--- src/rtl/axi_stream_tlast_regen_pkg.sv ---
// Shared axis definitions: FSM state encoding and the default descriptor width
// used by the length-descriptor FIFOs and the tlast regenerator.
package axi_stream_tlast_regen_pkg;

   localparam int AXIS_LSIZE_DEF = 32;

   typedef enum logic [0:0] {
      AXIS_IDLE = 1'b0,
      AXIS_RUN  = 1'b1
   } axis_state_e;

endpackage

--- src/rtl/axi_stream_tlast_regen_if.sv ---
// Descriptor, untagged input and framed output channels of the tlast regenerator.
interface axi_stream_tlast_regen_if
   import axi_stream_tlast_regen_pkg::*;
#(
   parameter int DSIZE = 64,
   parameter int KSIZE = DSIZE / 8,
   parameter int LSIZE = AXIS_LSIZE_DEF
) ();

   logic             len_tvalid;
   logic             len_tready;
   logic [LSIZE-1:0] len_tdata;

   logic             in_tvalid;
   logic             in_tready;
   logic [DSIZE-1:0] in_tdata;
   logic [KSIZE-1:0] in_tkeep;
   logic             in_tuser;

   logic             out_tvalid;
   logic             out_tready;
   logic [DSIZE-1:0] out_tdata;
   logic [KSIZE-1:0] out_tkeep;
   logic             out_tuser;
   logic             out_tlast;

   modport master (
      output len_tvalid, len_tdata,
      input  len_tready,
      output in_tvalid, in_tdata, in_tkeep, in_tuser,
      input  in_tready,
      input  out_tvalid, out_tdata, out_tkeep, out_tuser, out_tlast,
      output out_tready
   );

   modport slave (
      input  len_tvalid, len_tdata,
      output len_tready,
      input  in_tvalid, in_tdata, in_tkeep, in_tuser,
      output in_tready,
      output out_tvalid, out_tdata, out_tkeep, out_tuser, out_tlast,
      input  out_tready
   );

endinterface

--- src/rtl/axi_stream_tlast_regen_out_slice.sv ---
// One-deep valid/ready output register; payload only loads when the slot is
// free or draining this cycle, so a stalled beat is held stable.
module axis_out_reg_slice #(
   parameter int W = 8
) (
   input  logic         clk,
   input  logic         rst_n,
   input  logic         load,
   input  logic [W-1:0] din,
   input  logic         out_ready,
   output logic         out_valid,
   output logic [W-1:0] dout,
   output logic         stall_free
);

   logic         valid_q, valid_d;
   logic [W-1:0] data_q, data_d;

   always_comb begin
      valid_d = valid_q;
      data_d  = data_q;
      if (load) begin
         valid_d = 1'b1;
         data_d  = din;
      end else if (out_ready) begin
         valid_d = 1'b0;
      end
   end

   always_ff @(posedge clk or negedge rst_n) begin
      if (!rst_n) begin
         valid_q <= 1'b0;
         data_q  <= '0;
      end else begin
         valid_q <= valid_d;
         data_q  <= data_d;
      end
   end

   assign out_valid  = valid_q;
   assign dout       = data_q;
   assign stall_free = !valid_q || out_ready;

endmodule

--- src/rtl/axi_stream_tlast_regen.sv ---
// Regenerates tlast on an untagged data stream from a beats-minus-one length
// descriptor; one descriptor held at a time, next one taken on the last beat.
module axi_stream_tlast_regen
   import axi_stream_tlast_regen_pkg::*;
#(
   parameter int DSIZE = 64,
   parameter int KSIZE = DSIZE / 8,
   parameter int LSIZE = AXIS_LSIZE_DEF
) (
   input  logic                     aclk,
   input  logic                     aresetn,
   axi_stream_tlast_regen_if.slave  s,
   output logic [31:0]              pkt_cnt
);

   localparam logic [0:0] IDLE = AXIS_IDLE;
   localparam logic [0:0] RUN  = AXIS_RUN;
   localparam int         PW   = DSIZE + KSIZE + 2;

   logic [0:0]       state_q, state_d;
   logic [LSIZE-1:0] cnt_q, cnt_d;
   logic [LSIZE-1:0] len_q, len_d;
   logic [31:0]      pkt_cnt_q, pkt_cnt_d;

   logic          stall_free;
   logic          in_tready, in_fire, last_in;
   logic          len_tready, len_fire;
   logic [PW-1:0] pay_in, pay_out;

   assign in_tready  = (state_q == RUN) && stall_free;
   assign in_fire    = s.in_tvalid && in_tready;
   assign last_in    = in_fire && (cnt_q == len_q);
   // Taking the next descriptor on the last beat avoids a bubble between packets.
   assign len_tready = (state_q == IDLE) || last_in;
   assign len_fire   = s.len_tvalid && len_tready;

   assign s.in_tready  = in_tready;
   assign s.len_tready = len_tready;

   always_comb begin
      state_d = state_q;
      cnt_d   = cnt_q;
      len_d   = len_q;
      case (state_q)
         IDLE: begin
            if (len_fire) begin
               state_d = RUN;
               len_d   = s.len_tdata;
               cnt_d   = '0;
            end
         end
         default: begin
            if (last_in) begin
               cnt_d = '0;
               if (len_fire) len_d   = s.len_tdata;
               else          state_d = IDLE;
            end else if (in_fire) begin
               cnt_d = cnt_q + LSIZE'(1);
            end
         end
      endcase
   end

   always_comb begin
      pkt_cnt_d = pkt_cnt_q;
      if (s.out_tvalid && s.out_tready && s.out_tlast) pkt_cnt_d = pkt_cnt_q + 32'd1;
   end

   always_ff @(posedge aclk or negedge aresetn) begin
      if (!aresetn) begin
         state_q   <= IDLE;
         cnt_q     <= '0;
         len_q     <= '0;
         pkt_cnt_q <= '0;
      end else begin
         state_q   <= state_d;
         cnt_q     <= cnt_d;
         len_q     <= len_d;
         pkt_cnt_q <= pkt_cnt_d;
      end
   end

   assign pkt_cnt = pkt_cnt_q;

   assign pay_in = {s.in_tuser, s.in_tkeep, s.in_tdata, last_in};

   axis_out_reg_slice #(.W(PW)) u_out (
      .clk        (aclk),
      .rst_n      (aresetn),
      .load       (in_fire),
      .din        (pay_in),
      .out_ready  (s.out_tready),
      .out_valid  (s.out_tvalid),
      .dout       (pay_out),
      .stall_free (stall_free)
   );

   assign {s.out_tuser, s.out_tkeep, s.out_tdata, s.out_tlast} = pay_out;

endmodule

--- src/flat_wrapper.sv ---
// flat-port wrapper written by rule: the top's interface ports become plain ports
module axi_stream_tlast_regen_flat import axi_stream_tlast_regen_pkg::*;
#(
   parameter int DSIZE = 64,
   parameter int KSIZE = DSIZE / 8,
   parameter int LSIZE = AXIS_LSIZE_DEF
)
  (aclk, aresetn, pkt_cnt, s_len_tvalid, s_len_tdata, s_len_tready, s_in_tvalid, s_in_tdata, s_in_tkeep, s_in_tuser, s_in_tready, s_out_tvalid, s_out_tdata, s_out_tkeep, s_out_tuser, s_out_tlast, s_out_tready);
  axi_stream_tlast_regen_if #(.DSIZE(DSIZE), .KSIZE(KSIZE), .LSIZE(LSIZE)) s_i ();
  input  logic aclk;
  input  logic aresetn;
  output logic [31:0] pkt_cnt;
  input wire logic [$bits(s_i.len_tvalid)-1:0] s_len_tvalid;
  input wire logic [$bits(s_i.len_tdata)-1:0] s_len_tdata;
  output wire logic [$bits(s_i.len_tready)-1:0] s_len_tready;
  input wire logic [$bits(s_i.in_tvalid)-1:0] s_in_tvalid;
  input wire logic [$bits(s_i.in_tdata)-1:0] s_in_tdata;
  input wire logic [$bits(s_i.in_tkeep)-1:0] s_in_tkeep;
  input wire logic [$bits(s_i.in_tuser)-1:0] s_in_tuser;
  output wire logic [$bits(s_i.in_tready)-1:0] s_in_tready;
  output wire logic [$bits(s_i.out_tvalid)-1:0] s_out_tvalid;
  output wire logic [$bits(s_i.out_tdata)-1:0] s_out_tdata;
  output wire logic [$bits(s_i.out_tkeep)-1:0] s_out_tkeep;
  output wire logic [$bits(s_i.out_tuser)-1:0] s_out_tuser;
  output wire logic [$bits(s_i.out_tlast)-1:0] s_out_tlast;
  input wire logic [$bits(s_i.out_tready)-1:0] s_out_tready;
  assign s_i.len_tvalid = s_len_tvalid;
  assign s_i.len_tdata = s_len_tdata;
  assign s_len_tready = s_i.len_tready;
  assign s_i.in_tvalid = s_in_tvalid;
  assign s_i.in_tdata = s_in_tdata;
  assign s_i.in_tkeep = s_in_tkeep;
  assign s_i.in_tuser = s_in_tuser;
  assign s_in_tready = s_i.in_tready;
  assign s_out_tvalid = s_i.out_tvalid;
  assign s_out_tdata = s_i.out_tdata;
  assign s_out_tkeep = s_i.out_tkeep;
  assign s_out_tuser = s_i.out_tuser;
  assign s_out_tlast = s_i.out_tlast;
  assign s_i.out_tready = s_out_tready;
  axi_stream_tlast_regen #(.DSIZE(DSIZE), .KSIZE(KSIZE), .LSIZE(LSIZE)) u_core (.aclk(aclk), .aresetn(aresetn), .s(s_i), .pkt_cnt(pkt_cnt));
endmodule
--- config.mk ---
export PLATFORM = sky130hd
export DESIGN_NAME = axi_stream_tlast_regen_flat
export DESIGN_NICKNAME = d
export VERILOG_FILES = /design/src/rtl/axi_stream_tlast_regen_pkg.sv /design/src/rtl/axi_stream_tlast_regen_if.sv /design/src/rtl/axi_stream_tlast_regen_out_slice.sv /design/src/rtl/axi_stream_tlast_regen.sv /design/src/flat_wrapper.sv
export SDC_FILE = /design/constraint.sdc
export NUM_CORES = 1
export LEC_CHECK = 0
export ABC_AREA = 1
export CAP_MARGIN = 10
export CORE_AREA = 4 4 136 138
export CTS_BUF_LIST = sky130_fd_sc_hd__clkbuf_2
export DETAILED_ROUTE_END_ITERATION = 10
export DIE_AREA = 0 0 140 142
export GPL_TIMING_DRIVEN = 1
export PLACE_DENSITY = 0.83
export SETUP_SLACK_MARGIN = 0.4
export SYNTH_ARGS = -nofsm -noshare
export SYNTH_HDL_FRONTEND = slang
export SYNTH_HIERARCHICAL = 1
export SYNTH_SLANG_ARGS = --single-unit
--- constraint.sdc ---
create_clock -name aclk -period 2.8 [get_ports aclk]
set_input_delay 0.28 -clock aclk [delete_from_list [all_inputs] [get_ports aclk]]
set_output_delay 0.28 -clock aclk [all_outputs]
set_load 0.01 [all_outputs]
# After elaboration in Yosys (flattened, before gate mapping)
# Index checks and enable logic that the tools add are counted.
# Widths: inputs -> output; s select.
[op_classes] order_cmp=0 reduce_logical=12 mux=12 div_mod_pow=0 n_mul=0 addsub=2 n_bitwise=1 shifts=0 eq_ne=3
[ops] op="$mux 32" n=7
[ops] op="$add 32x1->32 const B" n=2
[ops] op="$eq 32x32->1" n=1
[ops] op="$logic_and 1x1->1" n=6
[ops] op="$mux 1" n=5
[ops] op="$reduce_bool 2->1" n=2
[ops] op="$ne 3x3->1 const B" n=1
[ops] op="$logic_or 1x1->1" n=2
[ops] op="$ne 2x2->1 const B" n=1
[ops] op="$reduce_and 2->1" n=1
[ops] op="$logic_not 1->1" n=1
[ops] op="$not 1->1" n=1
[totals] register_bits=172 latchBits=0 mem_bits_rw=0 out_inout_bits=109 elab_cells=36 memories=0 mem_bits_ro=0

# Logic depth before layout (Yosys ltp)
[depth] ltp_word=10 mapped_depth=14

# By module
# The synthesis kept the hierarchy.
[modules_own_cells] module="axi_stream_tlast_regen" cells_each=736 area_per_inst_um2=5595.4 instances=1 seq_area_each_um2=2427.3
[modules_own_cells] module="axis_out_reg_slice" cells_each=317 area_per_inst_um2=2879.0 instances=1 seq_area_each_um2=1876.8

# Worst setup path before layout
# OpenSTA, ideal clock, no wires.
[synth_path] path_type="register to output" start="register u_core.u_out.valid_q (netlist: u_core/u_out/out_valid)" end="output s_len_tready" t_arrival_ns=1.440 stages_incl_launch_ff=12 n_path_buf=2 path_slack_ns=1.080 required_ns=2.520 cell_sequence="dfrtp_1 nand2_1 nand3_1 clkinv_1 nand2_1 nor2_1 nand3_1 nor2_1 nand3_1 nand2_1 buf_6 buf_4"
[synth_between] elab_chain_cells=6
[synth_lines] element="start, declared" line_no="axi_stream_tlast_regen_out_slice.sv:16" rtl="logic valid_q, valid_d;"
[synth_lines] element="start signal, assigned" line_no="axi_stream_tlast_regen_out_slice.sv:35" rtl="valid_q <= valid_d;"
[synth_lines] element="$logic_not 1->1" line_no="axi_stream_tlast_regen_out_slice.sv:42" rtl="assign stall_free = !valid_q || out_ready;"
[synth_lines] element="$logic_or 1x1->1" line_no="axi_stream_tlast_regen_out_slice.sv:42"
[synth_lines] element="net u_core.stall_free" line_no="axi_stream_tlast_regen.sv:25" rtl="logic stall_free;"
[synth_lines] element="$logic_and 1x1->1" line_no="axi_stream_tlast_regen.sv:30" rtl="assign in_tready = (state_q == RUN) && stall_free;"
[synth_lines] element="$logic_and 1x1->1" line_no="axi_stream_tlast_regen.sv:31" rtl="assign in_fire = s.in_tvalid && in_tready;"
[synth_lines] element="net u_core.in_fire" line_no="axi_stream_tlast_regen.sv:26" rtl="logic in_tready, in_fire, last_in;"
[synth_lines] element="$logic_and 1x1->1" line_no="axi_stream_tlast_regen.sv:32" rtl="assign last_in = in_fire && (cnt_q == len_q);"
[synth_lines] element="$logic_or 1x1->1" line_no="axi_stream_tlast_regen.sv:34" rtl="assign len_tready = (state_q == IDLE) || last_in;"
[synth_lines] element="end, declared" line_no="flat_wrapper.sv:15" rtl="output wire logic [$bits(s_i.len_tready)-1:0] s_len_tready;"
# The timed path passes the listed nets, and every way through them passes these cells.

# Worst setup path after layout
[layout_path] start="register u_core.cnt_q[14]" end="output s_len_tready"
[layout_between] elab_chain_cells=3
[layout_lines] element="start, declared" line_no="axi_stream_tlast_regen.sv:21" rtl="logic [LSIZE-1:0] cnt_q, cnt_d;"
[layout_lines] element="start signal, assigned" line_no="axi_stream_tlast_regen.sv:77" rtl="cnt_q <= cnt_d;"
[layout_lines] element="$eq 32x32->1" line_no="axi_stream_tlast_regen.sv:32"
[layout_lines] element="$logic_and 1x1->1" line_no="axi_stream_tlast_regen.sv:32"
[layout_lines] element="$logic_or 1x1->1" line_no="axi_stream_tlast_regen.sv:34"
# No other way between the ends.

==> out/metrics.yaml <==
outcome: "finished clean"
hold_viol: 0
fmax_ghz: 0.423
power.density_nw_per_um2: 486
synthXorXnorAreaFrac: 0.0744
fin_ws_ns: 0.438
rsz0062_at_grt: "true"
synth_area_um2: 8470
period_minus_slack_ns: 2.36
drive_above_1_share: 0.0835
grt_max_degree: 78
dieArea_um2: 19900
cts.path.max_buffers: 2
drv_cap: 0
synth_mux_area_frac: 0
path_clk_slew_ns: 0.24
nets: 1454
h-tree-depth: 4
yosysUniqueCellTypes: 34
wl_per_cell_um: 16.0
finalPower_w: 0.00578
post-dp-hpwl_um: 17200
cts_root_buffer: "clkbuf_2"
cp_data_arrival_time_ns: 2.08
maxSlewHeadroom: 0.470
path_class: "reg2out"
cts_tree: "yes"
ys_ff_latch: 172
routabilityCongestion: 0.959
synth-edff-count: 0
std_cell_rows: 48
drt_wl_total_um: 25200
clock_sinks: 172
ios: 219
cp-end-kind: "output pin"
yosysWarningCount: 6
final_cell_mix: "nand2_1, clkdlybuf4s50_1, dfrtp_1, nor2_1, inv_1"
crit_fanout: 2
start_kind: "register"
ys_async_sr_fraction: 1.00
die_w_um: 140
grt_pass1_wl_um: 38700
syn_avg_cell_area_um2: 8.05
setup_tns_ns: 0
hp-class: "in2reg"
r2r-start: "u_core/cnt_q[14]$_DFFE_PN0P_"
fin_util: 0.692
drtPass1Iterations: 6
track_usage: 0.239
antenna_found_initial: 0
start_util: 0.493
worstMarginPinSlew_ns: 0.795
clkLatencyLatePin_ns: 0.72
syn-num-nets: 1165
place_ws_ns: 0.275
synthCells: 1053
ff2ff_path_depth: 13
die_h_um: 142
cts_made_buffers: 17
yosys_most_used_dff: "dfrtp_1"
drtIter0Drc: 578
synth_compound_area_frac: 0.0278
via_per_inst: 5.15
min_period_over_period: 0.844
hold_ws_ns: 0.0714
synth_adder_area_share: 0.00295
num_antenna_cells: 0
setup_viol: 0
clock_skew_ns: 0.0259
area_delta_synth_final_pct: 40.3
drv_slew: 0
startpoint: "u_core/cnt_q[14]$_DFFE_PN0P_"
route.detailed.drc: 0
ys_seq_area_frac: 0.508
peakVddDrop_v: 0.000234
port_buffers: 218
antenna_violating_nets_post_route: 0
cp_data_required_time_ns: 2.52
detailroute.via_count: 8134
coreArea_um2: 17200
mostFrequentLayoutCell: "nand2_1"
worstHoldPathCells: 3
grt_pass1_vias: 7732
synth-simple-area-share: 0.320
overflow: 0
hp-start: "s_len_tdata[21]"
synth_top_family_by_area: "simple AND/OR/NAND/NOR gates"
p_leak_nw: 5.74
power by group:
part | switching (W) | internal [W] | total (W)
clock network | 0.000875 | 0.000494 | 0.00137
registers | 0.000226 | 0.00274 | 0.00297
logic | 0.000707 | 0.000740 | 0.00145
total | 0.00181 | 0.00397 | 0.00578
critical path: stages, from the launching register on:
cell and delay, ns:
dfrtp_2 0.47, xnor2_2 0.23, nand2_1 0.11, nor2_1 0.11
nand2_1 0.08, nor2_2 0.09, nand3_1 0.08, nand2_2 0.10
buf_6 0.11
layout make-up:
class,instances,area [um2]
Clock buffer,17,85.1
Clock inverter,14,169
Fill cell,1301,5290
Inverter,76,285
Multi-Input combinational cell,770,3710
Sequential cell,172,4310
Tap cell,225,282
Timing Repair Buffer,305,3040
timing repair:
item                                   CTS  global route
setup endpoints to repair                1             4
hold buffers                            28            26
gates resized for setup                 29             6
pin swaps                                4             7
setup buffers                           13             7
endpoints found under the hold margin  198            26
cloned                                   0             1
final timing paths:
check | end | slack (ns)
worst max-delay path | s_len_tready | 0.44
worst min-delay path | u_core/len_q[21]$_DFFE_PN0P_ | 0.07
worst max register to register | u_core/len_q[16]$_DFFE_PN0P_ | 0.65
worst min register to register | u_core/u_out/dout[61]$_DFFE_PN0P_ | 0.50
max in group asynchronous | u_core/state_q$_DFF_PN0_ | 2.35
min in group asynchronous | u_core/u_out/dout[4]$_DFFE_PN0P_ | 0.10
synthesized netlist by cell type (2+ instances only):
library cell  instances  area share
a21oi_1              27       0.016
buf_2                11      0.0065
buf_4                 5      0.0044
buf_6                16       0.021
clkbuf_1              3      0.0013
dfrtp_1             172        0.51
ha_1                  2      0.0030
inv_1                74       0.033
nand2_1             452        0.20
nand2_2               5      0.0037
nand3_1              57       0.034
nand3_2               2      0.0024
nand3b_1              2      0.0018
nand4_1              24       0.018
nor2_1               74       0.033
nor2_2                4      0.0030
nor2_4                4      0.0053
nor3_1               20       0.012
nor4_1                3      0.0022
o21ai_0              11      0.0065
o21bai_1              2      0.0018
xnor2_1              35       0.036
xor2_1               37       0.038
kinds of logic after synthesis:
logic type / count (synthesis)
adder cells (fa/ha/maj): 2
flip-flops: 172
AO/OA/AOI/OAI: 44
buffers and inverters: 111
AND/OR/NAND/NOR: 652
XOR/XNOR: 72
registers in the layout, indices dropped and copies added, names as in the netlist:
name and flops:
u_core/cnt_q 32, u_core/len_q 32, u_core/pkt_cnt 32, u_core/state_q 1
u_core/u_out/dout 74, u_core/u_out/out_valid 1
layer usage:
metal	GRT usage	routed length, um
met1	0.299	10100
met2	0.407	12600
met3	0.0467	1590
met4	0.109	977
met5	0	0
stage by stage:
step,instance area (um2),cells
6_report,11900,1579
3_3_place_gp,10800,1473
3_5_place_dp,10800,1473
5_1_grt,11900,1579
2_1_floorplan,8470,1053
4_1_cts,11500,1545
No activity file was read; power rests on OpenSTA's default activity.
